**src/rtl/xadc_drp_responder.sv**
```systemverilog
// xadc_drp_responder: behavioural stand-in for the XADC DRP slave port.
// A two-channel sequencer (VAUX6 = X, VAUX7 = Y) converts digital sample inputs,
// and a DRP responder serves results plus a small config space with a fixed
// read latency.
// Optional macro XADC_DRP_AVG_EN: each channel reports the truncated mean of its
// last four samples instead of the raw sample.
module xadc_drp_responder #(
   parameter int unsigned READ_LATENCY = 4,
   parameter int unsigned CONV_CYCLES  = 26,
   parameter bit          RESET_SEQ_EN = 1'b1
) (
   input  logic        clk_100MHz,
   input  logic        rst,
   input  logic [6:0]  daddr_in,
   input  logic        den_in,
   input  logic        dwe_in,
   input  logic [15:0] di_in,
   output logic [15:0] do_out,
   output logic        drdy_out,
   input  logic [11:0] sample_x,
   input  logic [11:0] sample_y,
   output logic [4:0]  channel_out,
   output logic        eoc_out,
   output logic        busy_out,
   output logic        err_out
);

   localparam logic [6:0] AddrResX   = 7'h16;
   localparam logic [6:0] AddrResY   = 7'h17;
   localparam logic [6:0] AddrCfg0   = 7'h40;
   localparam logic [6:0] AddrSeqCtl = 7'h41;

   localparam logic [3:0] LatInit  = 4'(READ_LATENCY - 1);
   localparam logic [7:0] ConvInit = 8'(CONV_CYCLES - 1);

   typedef enum logic [0:0] {DrpIdle, DrpWait} drp_st_e;
   typedef enum logic [1:0] {SeqIdle, SeqConvert, SeqStore} seq_st_e;

   // DRP responder state
   drp_st_e     drp_st_q, drp_st_d;
   logic [3:0]  lat_cnt_q, lat_cnt_d;
   logic [6:0]  addr_q, addr_d;
   logic        we_q, we_d;
   logic [15:0] wdata_q, wdata_d;
   logic [15:0] snap_q, snap_d;
   logic [15:0] do_q, do_d;
   logic        drdy_q, drdy_d;
   logic        err_q, err_d;

   // Register file
   logic [11:0] res_x_q, res_x_d;
   logic [11:0] res_y_q, res_y_d;
   logic [15:0] cfg_q, cfg_d;
   logic        seq_en_q, seq_en_d;

   // Sequencer state
   seq_st_e     seq_st_q, seq_st_d;
   logic [7:0]  conv_cnt_q, conv_cnt_d;
   logic        ch7_q, ch7_d;
   logic [4:0]  chan_q, chan_d;
   logic        eoc_q, eoc_d;
   logic        busy_q, busy_d;

`ifdef XADC_DRP_AVG_EN
   logic [2:0][11:0] hist_x_q, hist_x_d;
   logic [2:0][11:0] hist_y_q, hist_y_d;
   logic [2:0][11:0] hist_sel;
   logic [13:0]      avg_sum;
`endif

   logic [15:0] rd_data;
   logic        wr_en;
   logic [6:0]  wr_addr;
   logic [15:0] wr_data;
   logic [11:0] samp_sel;
   logic [11:0] new_res;

   // Register read mux on the live address; captured as the snapshot on accept
   always_comb begin
      rd_data = 16'h0000;
      case (daddr_in)
         AddrResX:   rd_data = {res_x_q, 4'h0};
         AddrResY:   rd_data = {res_y_q, 4'h0};
         AddrCfg0:   rd_data = cfg_q;
         AddrSeqCtl: rd_data = {15'h0000, seq_en_q};
         default:    rd_data = 16'h0000;
      endcase
   end

   // DRP transaction FSM next-state, including the write decode at completion
   always_comb begin
      drp_st_d  = drp_st_q;
      lat_cnt_d = lat_cnt_q;
      addr_d    = addr_q;
      we_d      = we_q;
      wdata_d   = wdata_q;
      snap_d    = snap_q;
      do_d      = do_q;
      drdy_d    = 1'b0;
      err_d     = err_q;
      cfg_d     = cfg_q;
      seq_en_d  = seq_en_q;
      wr_en     = 1'b0;
      wr_addr   = addr_q;
      wr_data   = wdata_q;
      unique case (drp_st_q)
         DrpIdle: begin
            if (den_in) begin
               // A request landing on the drdy cycle is a protocol error
               if (drdy_q) begin
                  err_d = 1'b1;
               end else begin
                  addr_d  = daddr_in;
                  we_d    = dwe_in;
                  wdata_d = di_in;
                  snap_d  = rd_data;
                  if (READ_LATENCY <= 1) begin
                     drdy_d = 1'b1;
                     if (dwe_in) begin
                        wr_en   = 1'b1;
                        wr_addr = daddr_in;
                        wr_data = di_in;
                     end else begin
                        do_d = rd_data;
                     end
                  end else begin
                     lat_cnt_d = LatInit;
                     drp_st_d  = DrpWait;
                  end
               end
            end
         end
         DrpWait: begin
            if (den_in) begin
               err_d = 1'b1;
            end
            if (lat_cnt_q == 4'd1) begin
               drdy_d   = 1'b1;
               drp_st_d = DrpIdle;
               if (we_q) begin
                  wr_en = 1'b1;
               end else begin
                  do_d = snap_q;
               end
            end else begin
               lat_cnt_d = lat_cnt_q - 4'd1;
            end
         end
         default: drp_st_d = DrpIdle;
      endcase
      if (wr_en) begin
         case (wr_addr)
            AddrCfg0:   cfg_d    = wr_data;
            AddrSeqCtl: seq_en_d = wr_data[0];
            default:    ;
         endcase
      end
   end

   // Conversion sequencer next-state and result capture in STORE
   always_comb begin
      seq_st_d   = seq_st_q;
      conv_cnt_d = conv_cnt_q;
      ch7_d      = ch7_q;
      chan_d     = chan_q;
      eoc_d      = eoc_q;
      busy_d     = busy_q;
      res_x_d    = res_x_q;
      res_y_d    = res_y_q;
      samp_sel   = ch7_q ? sample_y : sample_x;
`ifdef XADC_DRP_AVG_EN
      hist_x_d = hist_x_q;
      hist_y_d = hist_y_q;
      hist_sel = ch7_q ? hist_y_q : hist_x_q;
      avg_sum  = 14'(samp_sel) + 14'(hist_sel[0]) + 14'(hist_sel[1]) + 14'(hist_sel[2]);
      new_res  = 12'(avg_sum >> 2);
`else
      new_res  = samp_sel;
`endif
      unique case (seq_st_q)
         SeqIdle: begin
            if (seq_en_q) begin
               seq_st_d   = SeqConvert;
               busy_d     = 1'b1;
               conv_cnt_d = ConvInit;
               ch7_d      = 1'b0;
            end
         end
         SeqConvert: begin
            if (conv_cnt_q == 8'd0) begin
               seq_st_d = SeqStore;
               busy_d   = 1'b0;
               eoc_d    = 1'b1;
               chan_d   = ch7_q ? 5'd7 : 5'd6;
            end else begin
               conv_cnt_d = conv_cnt_q - 8'd1;
            end
         end
         SeqStore: begin
            eoc_d = 1'b0;
            if (ch7_q) begin
               res_y_d = new_res;
`ifdef XADC_DRP_AVG_EN
               hist_y_d = {hist_y_q[1], hist_y_q[0], samp_sel};
`endif
            end else begin
               res_x_d = new_res;
`ifdef XADC_DRP_AVG_EN
               hist_x_d = {hist_x_q[1], hist_x_q[0], samp_sel};
`endif
            end
            ch7_d = ~ch7_q;
            if (seq_en_q) begin
               seq_st_d   = SeqConvert;
               busy_d     = 1'b1;
               conv_cnt_d = ConvInit;
            end else begin
               seq_st_d = SeqIdle;
            end
         end
         default: seq_st_d = SeqIdle;
      endcase
   end

   // All state and registered outputs; synchronous reset drops any pending request
   always_ff @(posedge clk_100MHz) begin
      if (rst) begin
         drp_st_q   <= DrpIdle;
         lat_cnt_q  <= 4'd0;
         addr_q     <= 7'd0;
         we_q       <= 1'b0;
         wdata_q    <= 16'h0000;
         snap_q     <= 16'h0000;
         do_q       <= 16'h0000;
         drdy_q     <= 1'b0;
         err_q      <= 1'b0;
         res_x_q    <= 12'h000;
         res_y_q    <= 12'h000;
         cfg_q      <= 16'h0000;
         seq_en_q   <= RESET_SEQ_EN;
         seq_st_q   <= SeqIdle;
         conv_cnt_q <= 8'd0;
         ch7_q      <= 1'b0;
         chan_q     <= 5'd0;
         eoc_q      <= 1'b0;
         busy_q     <= 1'b0;
`ifdef XADC_DRP_AVG_EN
         hist_x_q   <= '0;
         hist_y_q   <= '0;
`endif
      end else begin
         drp_st_q   <= drp_st_d;
         lat_cnt_q  <= lat_cnt_d;
         addr_q     <= addr_d;
         we_q       <= we_d;
         wdata_q    <= wdata_d;
         snap_q     <= snap_d;
         do_q       <= do_d;
         drdy_q     <= drdy_d;
         err_q      <= err_d;
         res_x_q    <= res_x_d;
         res_y_q    <= res_y_d;
         cfg_q      <= cfg_d;
         seq_en_q   <= seq_en_d;
         seq_st_q   <= seq_st_d;
         conv_cnt_q <= conv_cnt_d;
         ch7_q      <= ch7_d;
         chan_q     <= chan_d;
         eoc_q      <= eoc_d;
         busy_q     <= busy_d;
`ifdef XADC_DRP_AVG_EN
         hist_x_q   <= hist_x_d;
         hist_y_q   <= hist_y_d;
`endif
      end
   end

   assign do_out      = do_q;
   assign drdy_out    = drdy_q;
   assign err_out     = err_q;
   assign channel_out = chan_q;
   assign eoc_out     = eoc_q;
   assign busy_out    = busy_q;

endmodule

```
**config.mk**
```make
export PLATFORM = sky130hd
export DESIGN_NAME = xadc_drp_responder
export DESIGN_NICKNAME = d
export VERILOG_FILES = /design/src/rtl/xadc_drp_responder.sv
export SDC_FILE = /design/constraint.sdc
export NUM_CORES = 1
export LEC_CHECK = 0
export ABC_AREA = 1
export ABC_CLOCK_PERIOD_IN_PS = 1500
export CORE_MARGIN = 5
export CORE_UTILIZATION = 50
export CTS_BUF_LIST = sky130_fd_sc_hd__clkbuf_4
export DETAILED_ROUTE_END_ITERATION = 12
export GPL_TIMING_DRIVEN = 1
export PLACE_DENSITY = 0.78
export SETUP_SLACK_MARGIN = 0.4
export SLEW_MARGIN = 20
export SYNTH_ARGS = -nofsm -noshare
export SYNTH_HDL_FRONTEND = slang
export SYNTH_SLANG_ARGS = --single-unit
```
**constraint.sdc**
```tcl
create_clock -name clk_100MHz -period 1.5 [get_ports clk_100MHz]
set_input_delay 0.3 -clock clk_100MHz [delete_from_list [all_inputs] [get_ports clk_100MHz]]
set_output_delay 0.3 -clock clk_100MHz [all_outputs]
set_load 0.01 [all_outputs]
```
# After elaboration in Yosys (flattened, before gate mapping)
# Cells that the tools add are included.
# word_totals
regBits	122
latch_bits	0
mem_bits_rw	0
mem_bits_ro	0
output_inout_bits	25
mem_count	0
# op_classes
addsub	2
n_mul	0
div_mod_pow	0
magnitude_cmp	0
n_eq_ne	18
shift	0
mux	33
bitwise	4
reduce_logical	21
# ops
operator	n
16-bit case mux with 4 select lines	1
7-bit equality test, second input constant	4
3-bit AND reduction	6
1-bit 2-to-1 mux	16
8-bit 2-to-1 mux	2
2-bit inequality test, second input constant	8
8-bit case mux with 2 select lines	1
2-bit AND reduction	8
7-bit by 5-bit equality test with 1-bit output, second input constant	2
12-bit 2-to-1 mux	1
4-bit 2-to-1 mux	3
1-bit case mux with 2 select lines	5
8-bit zero test	1
4-bit case mux with 2 select lines	1
8-bit by 1-bit subtractor with 8-bit output, second input constant	1
2-bit case mux with 3 select lines	1
2-bit nonzero test	3
4-bit by 1-bit equality test with 1-bit output, second input constant	1
2-bit 2-to-1 mux	2
1-bit inverter	4
2-bit OR reduction	2
4-bit by 1-bit subtractor with 4-bit output, second input constant	1
2-bit by 1-bit equality test with 1-bit output, second input constant	1
2-bit equality test, second input constant	1
other kinds (2)	2

# Logic depth before layout (Yosys ltp)
# depth
depth_word	4
depth_mapped	12
depth_no_buf	10

# Worst setup path before layout
# No wires, ideal clock.
# synth_path
path_type	register -> register
from	reg lat_cnt_q[1]
to	reg do_q[10] (netlist: do_out[10])
setup_time_ps	116
t_arrival_ps	1290
t_required_ps	1384
slack_ps	94
path_stages_with_launch	11
path_buffers	1
path_cell_list	dfxtp_1 inv_1 ha_1 nand2_1 nor2_2 nand2_2 nor2_4 inv_1 buf_2 nor2_1 nor2_1
# synth_between
elab_chain_cells	2
# synth_lines
element	line_no	source
start, declared	41	logic [3:0] lat_cnt_q, lat_cnt_d;
start signal, assigned	253	lat_cnt_q <= lat_cnt_d;
4-bit by 1-bit equality test with 1-bit output	137	if (lat_cnt_q == 4'd1) begin
3-bit AND reduction (no source line)	-	
end signal, assigned	258	do_q <= do_d;
end, declared	46	logic [15:0] do_q, do_d;
# Every way passes these cells.
# A chain may end at the register's enable or synchronous reset.

# Worst setup path in the final report
# layout_path
from	reg lat_cnt_q[1]
to	reg lat_cnt_q[2]
# layout_between
elab_chain_cells	3
word_cells_on_any_way	6
# layout_lines
element	line_no
4-bit by 1-bit subtractor with 4-bit output or 4-bit by 1-bit equality test with 1-bit output (tied branches)	146, 137
4-bit 2-to-1 mux or 2-bit inequality test (tied branches)	-
4-bit case mux with 2 select lines or 3-bit AND reduction (tied branches)	-
# Parallel ways exist; a longest one is shown, timed or not. The select of a mux whose other input is x is not followed.

==> load_flow_metrics.sql <==
INSERT INTO impl_metrics (metric_group, metric, value, unit) VALUES
('yosys', 'post_synth_inst_count', '646', ''),
('sta', 'worst_slack', '-0.240', 'ns'),
('drt', 'routed_wirelength', '18800', 'um'),
('yosys', 'yosys_most_used_dff', 'sky130_fd_sc_hd__dfxtp_1', ''),
('setup_path', 'r2r_end', 'lat_cnt_q[2]', ''),
('clock_tree', 'post_cts_hold_buffer_count', '0', ''),
('worst_hold_path', 'class_of_the_worst_hold_path', 'in -> reg', ''),
('run_status', 'failed_checks', 'negative setup slack', ''),
('run', 'drv.max_cap_violation_count', '0', ''),
('setup_path', 'critical_path.endpoint', 'lat_cnt_q[2]', ''),
('power', 'totalPowerFinal', '7620', 'uW'),
('layout', 'antenna_diode_instance_count', '0', ''),
('clock_tree', 'cts_tree', 'yes', ''),
('yosys', 'synth-seq-cells', '119', ''),
('sta', 'finalMaxSlewViolations', '0', ''),
('global_route', 'grt_pass1_vias', '4826', ''),
('setup_path', 'critPathCaptureType', 'flip-flop', ''),
('layout', 'areaGrowthSynthToFinish', '60.1', '%'),
('clock_tree', 'clk-insertion-delay-late', '0.55', 'ns'),
('layout', 'drive_above_1_share', '46.1', '%'),
('yosys', 'yosysUniqueCellTypes', '35', ''),
('yosys', 'synth_area_per_cell', '7.55', 'um^2'),
('setup_path', 'critPathLaunchType', 'flip-flop', ''),
('setup_path', 'critical_setup_path_kind', 'reg -> reg', ''),
('clock_tree', 'clk_path_buf_depth', '2', ''),
('yosys', 'synth_area', '4880', 'um^2'),
('sta', 'grt_setup_unrepaired', 'true', ''),
('setup_path', 'worst-path-max-fanout', '4', ''),
('setup_path', 'critical_path.reg2reg.startpoint', 'lat_cnt_q[1]', ''),
('layout', 'final_cell_count_without_fillers', '934', ''),
('drt', 'route.antenna.remaining_nets', '0', ''),
('die', 'floorplan.die.width', '109', 'um'),
('yosys', 'yosysSeqAreaShare', '48.9', '%'),
('sta', 'post-route-min-period', '1.74', 'ns'),
('layout', 'finalNetCount', '843', ''),
('drt', 'detail_route.iter0.violations', '542', ''),
('clock_tree', 'tritoncts.num_buffers', '17', ''),
('setup_path', 'timing.critical_path.required', '1.93', 'ns'),
('place', 'port_buffers', '73', ''),
('sta', 'holdWs', '0.342', 'ns'),
('yosys', 'yosysWarningCount', '0', ''),
('power', 'power-per-cell-area', '976', 'nW/um^2'),
('global_route', 'global_route.overflow_total', '0', ''),
('sta', 'report.final.setup_viol', '35', ''),
('setup_path', 'rrSetupSlack', '-0.24', 'ns'),
('yosys', 'synth_edf_count', '0', ''),
('global_route', 'grt_first_pass_wirelength', '22800', 'um'),
('drt', 'remaining_routing_drc_violations', '0', ''),
('drt', 'routed_wire_length_per_instance', '20.1', 'um'),
('place', 'dp_hpwl', '8640', 'um'),
('drt', 'dr_total_vias', '5421', ''),
('global_route', 'groute.usage.overall', '24.7', '%'),
('clock_tree', 'ctsHtreeMaxLevel', '4', ''),
('setup_path', 'worst_setup_path_startpoint', 'lat_cnt_q[1]', ''),
('yosys', 'synth-async-reset-ratio', '0', '%'),
('place', 'gpl.final_weighted_congestion', '0.841', ''),
('setup_path', 'reg2reg_depth', '10', ''),
('die', 'vertical_die_dimension', '109', 'um'),
('die', 'dieArea', '11800', 'um^2'),
('die', 'coreArea', '9640', 'um^2'),
('sta', 'maximum_frequency_from_static_timing_analysis', '575', 'MHz'),
('setup_path', 'arrival_worst_endpoint', '2.17', 'ns'),
('die', 'rows', '36', ''),
('sta', 'layout_worst_path_cycle_share', '116', '%'),
('power', 'vdd_ir_drop_max', '0.710', 'mV'),
('sta', 'fin_skew', '0.0205', 'ns'),
('sta', 'hold_viol_final', '0', ''),
('place', 'placed_cells_incl_taps', '850', ''),
('drt', 'drt-pass1-iter-count', '5', ''),
('die', 'number_of_primary_i_o_pins', '76', ''),
('global_route', 'initial_antenna_violation_count', '0', ''),
('clock_tree', 'numClockSinks', '119', ''),
('clock_tree', 'clk_root_buffer_cell', 'sky130_fd_sc_hd__clkbuf_4', ''),
('global_route', 'grt_max_degree', '58', ''),
('die', 'start_util', '50.6', '%'),
('run_status', 'status', 'complete, but fails checks', ''),
('power', 'p_leak', '0.00316', 'uW'),
('drt', 'post_drt_via_cell_ratio', '5.80', ''),
('clock_tree', 'clk_pin_slew', '0.12', 'ns');
[per-layer routing]
layer	GRT usage [%]	vias up	wire, um
met4	10.6	0	1060
met5	0	-	0
li1	-	2375	-
met1	28.1	2588	6830
met2	44.4	354	9360
met3	5.39	104	1540
[cells in the mapped netlist, types with 5 or more instances]
| cell | instances | share of area [%] |
|---|---|---|
| sky130_fd_sc_hd__dfxtp_1 | 119 | 49 |
| sky130_fd_sc_hd__nor2_1 | 107 | 8.2 |
| sky130_fd_sc_hd__nand2_1 | 101 | 7.8 |
| sky130_fd_sc_hd__o21ai_0 | 73 | 7.5 |
| sky130_fd_sc_hd__inv_1 | 53 | 4.1 |
| sky130_fd_sc_hd__nand3_1 | 52 | 5.3 |
| sky130_fd_sc_hd__a21oi_1 | 43 | 4.4 |
| sky130_fd_sc_hd__clkbuf_1 | 15 | 1.2 |
| sky130_fd_sc_hd__o21ai_1 | 12 | 1.2 |
| sky130_fd_sc_hd__buf_2 | 9 | 0.92 |
| sky130_fd_sc_hd__inv_2 | 7 | 0.54 |
| sky130_fd_sc_hd__nor2_2 | 7 | 0.90 |
| sky130_fd_sc_hd__buf_4 | 5 | 0.77 |
[placed cells by master, fill, tap and decap left out, types with 5 or more instances in the layout]
| cell | n |
|---|---|
| sky130_fd_sc_hd__a21oi_1 | 20 |
| sky130_fd_sc_hd__a21oi_2 | 23 |
| sky130_fd_sc_hd__buf_12 | 12 |
| sky130_fd_sc_hd__buf_4 | 32 |
| sky130_fd_sc_hd__buf_6 | 50 |
| sky130_fd_sc_hd__clkbuf_16 | 5 |
| sky130_fd_sc_hd__clkbuf_4 | 19 |
| sky130_fd_sc_hd__clkdlybuf4s50_1 | 50 |
| sky130_fd_sc_hd__clkinvlp_4 | 7 |
| sky130_fd_sc_hd__dfxtp_1 | 88 |
| sky130_fd_sc_hd__dfxtp_2 | 27 |
| sky130_fd_sc_hd__inv_1 | 46 |
| sky130_fd_sc_hd__inv_2 | 7 |
| sky130_fd_sc_hd__nand2_1 | 65 |
| sky130_fd_sc_hd__nand2_2 | 25 |
| sky130_fd_sc_hd__nand2_4 | 12 |
| sky130_fd_sc_hd__nand2_8 | 5 |
| sky130_fd_sc_hd__nand3_1 | 49 |
| sky130_fd_sc_hd__nor2_1 | 71 |
| sky130_fd_sc_hd__nor2_2 | 24 |
| sky130_fd_sc_hd__nor2_4 | 24 |
| sky130_fd_sc_hd__o21ai_0 | 15 |
| sky130_fd_sc_hd__o21ai_1 | 13 |
| sky130_fd_sc_hd__o21ai_2 | 53 |
[metrics by stage]
stage          TNS (ns)  util, %  worst slack, ns  instance area (um^2)
2_1_floorplan         0        -            0.159                  5050
3_3_place_gp      -3.43     62.3           -0.212                  6000
3_5_place_dp      -5.41     62.3           -0.245                  6000
4_1_cts               0     72.5          0.00801                  6990
5_1_grt           -4.83     81.0           -0.221                  7810
6_report          -2.63     81.0           -0.240                  7810
[cell families (layout without fill, tap and decap cells)]
group,after synthesis,count (layout),synth area share [%]
multiplexers,2,2,0.462
AND/OR/NAND/NOR,286,290,25.7
flip-flops,119,119,48.9
other,1,2,0.0769
AO/OA/AOI/OAI,135,135,14.3
XOR/XNOR,4,4,0.718
buffers and inverters,95,245,8.88
adder cells (fa/ha/maj),4,4,1.03
[power breakdown]
part / switching, uW / internal (uW) / total (uW) / leakage [uW]
clock: 1280 / 1010 / 2290 / 0.000132
sequential: 158 / 3330 / 3490 / 0.000982
combinational: 992 / 847 / 1840 / 0.00205
total: 2430 / 5180 / 7620 / 0.00316
[area by class of cell]
cell class | instances | area, um^2
Clock buffer | 19 | 143
Clock inverter | 13 | 131
Fill cell | 548 | 1830
Inverter | 61 | 275
Multi-Input combinational cell | 437 | 2940
Sequential cell | 119 | 2430
Tap cell | 133 | 166
Timing Repair Buffer | 151 | 1700
Timing Repair inverter | 1 | 16.3
[timing repair]
action                                  CTS  global route
endpoints found under the hold margin     0             0
resized for setup                       263           176
endpoints found under the setup margin  138           140
setup buffers                            23            17
pin swaps                                35            33
cloned                                    7             5
[flip-flops by register name, indices dropped and copies added (netlist names), 2 cells and up]
| name | flops |
|---|---|
| wdata_q | 16 |
| lat_cnt_q | 4 |
| do_out | 16 |
| snap_q | 16 |
| seq_st_q | 2 |
| cfg_q | 16 |
| conv_cnt_q | 8 |
| channel_out | 2 |
| addr_q | 7 |
| res_x_q | 12 |
| res_y_q | 12 |
[worst max-delay path, cell delays in order (launching register included)]
cell	delay, ns
sky130_fd_sc_hd__dfxtp_2	0.37
sky130_fd_sc_hd__inv_2	0.05
sky130_fd_sc_hd__ha_4	0.16
sky130_fd_sc_hd__buf_4	0.12
sky130_fd_sc_hd__buf_4	0.12
sky130_fd_sc_hd__nand3_1	0.09
sky130_fd_sc_hd__nand2_2	0.08
sky130_fd_sc_hd__nand2_4	0.09
sky130_fd_sc_hd__nand2_1	0.10
sky130_fd_sc_hd__o21ai_0	0.32
sky130_fd_sc_hd__a21oi_1	0.11
[worst min-delay path by stage]
stage,end,startpoint,cells after the start,slack (ns)
3_3_place_gp,wdata_q[15],wdata_q[15],2,0.44
5_1_grt,wdata_q[7],di_in[7],3,0.33
2_1_floorplan,wdata_q[15],di_in[15],2,0.41
6_report,wdata_q[7],di_in[7],3,0.34
4_1_cts,wdata_q[15],di_in[15],3,0.32
3_5_place_dp,wdata_q[15],wdata_q[15],2,0.44
No activity file was read; power rests on OpenSTA's default activity.
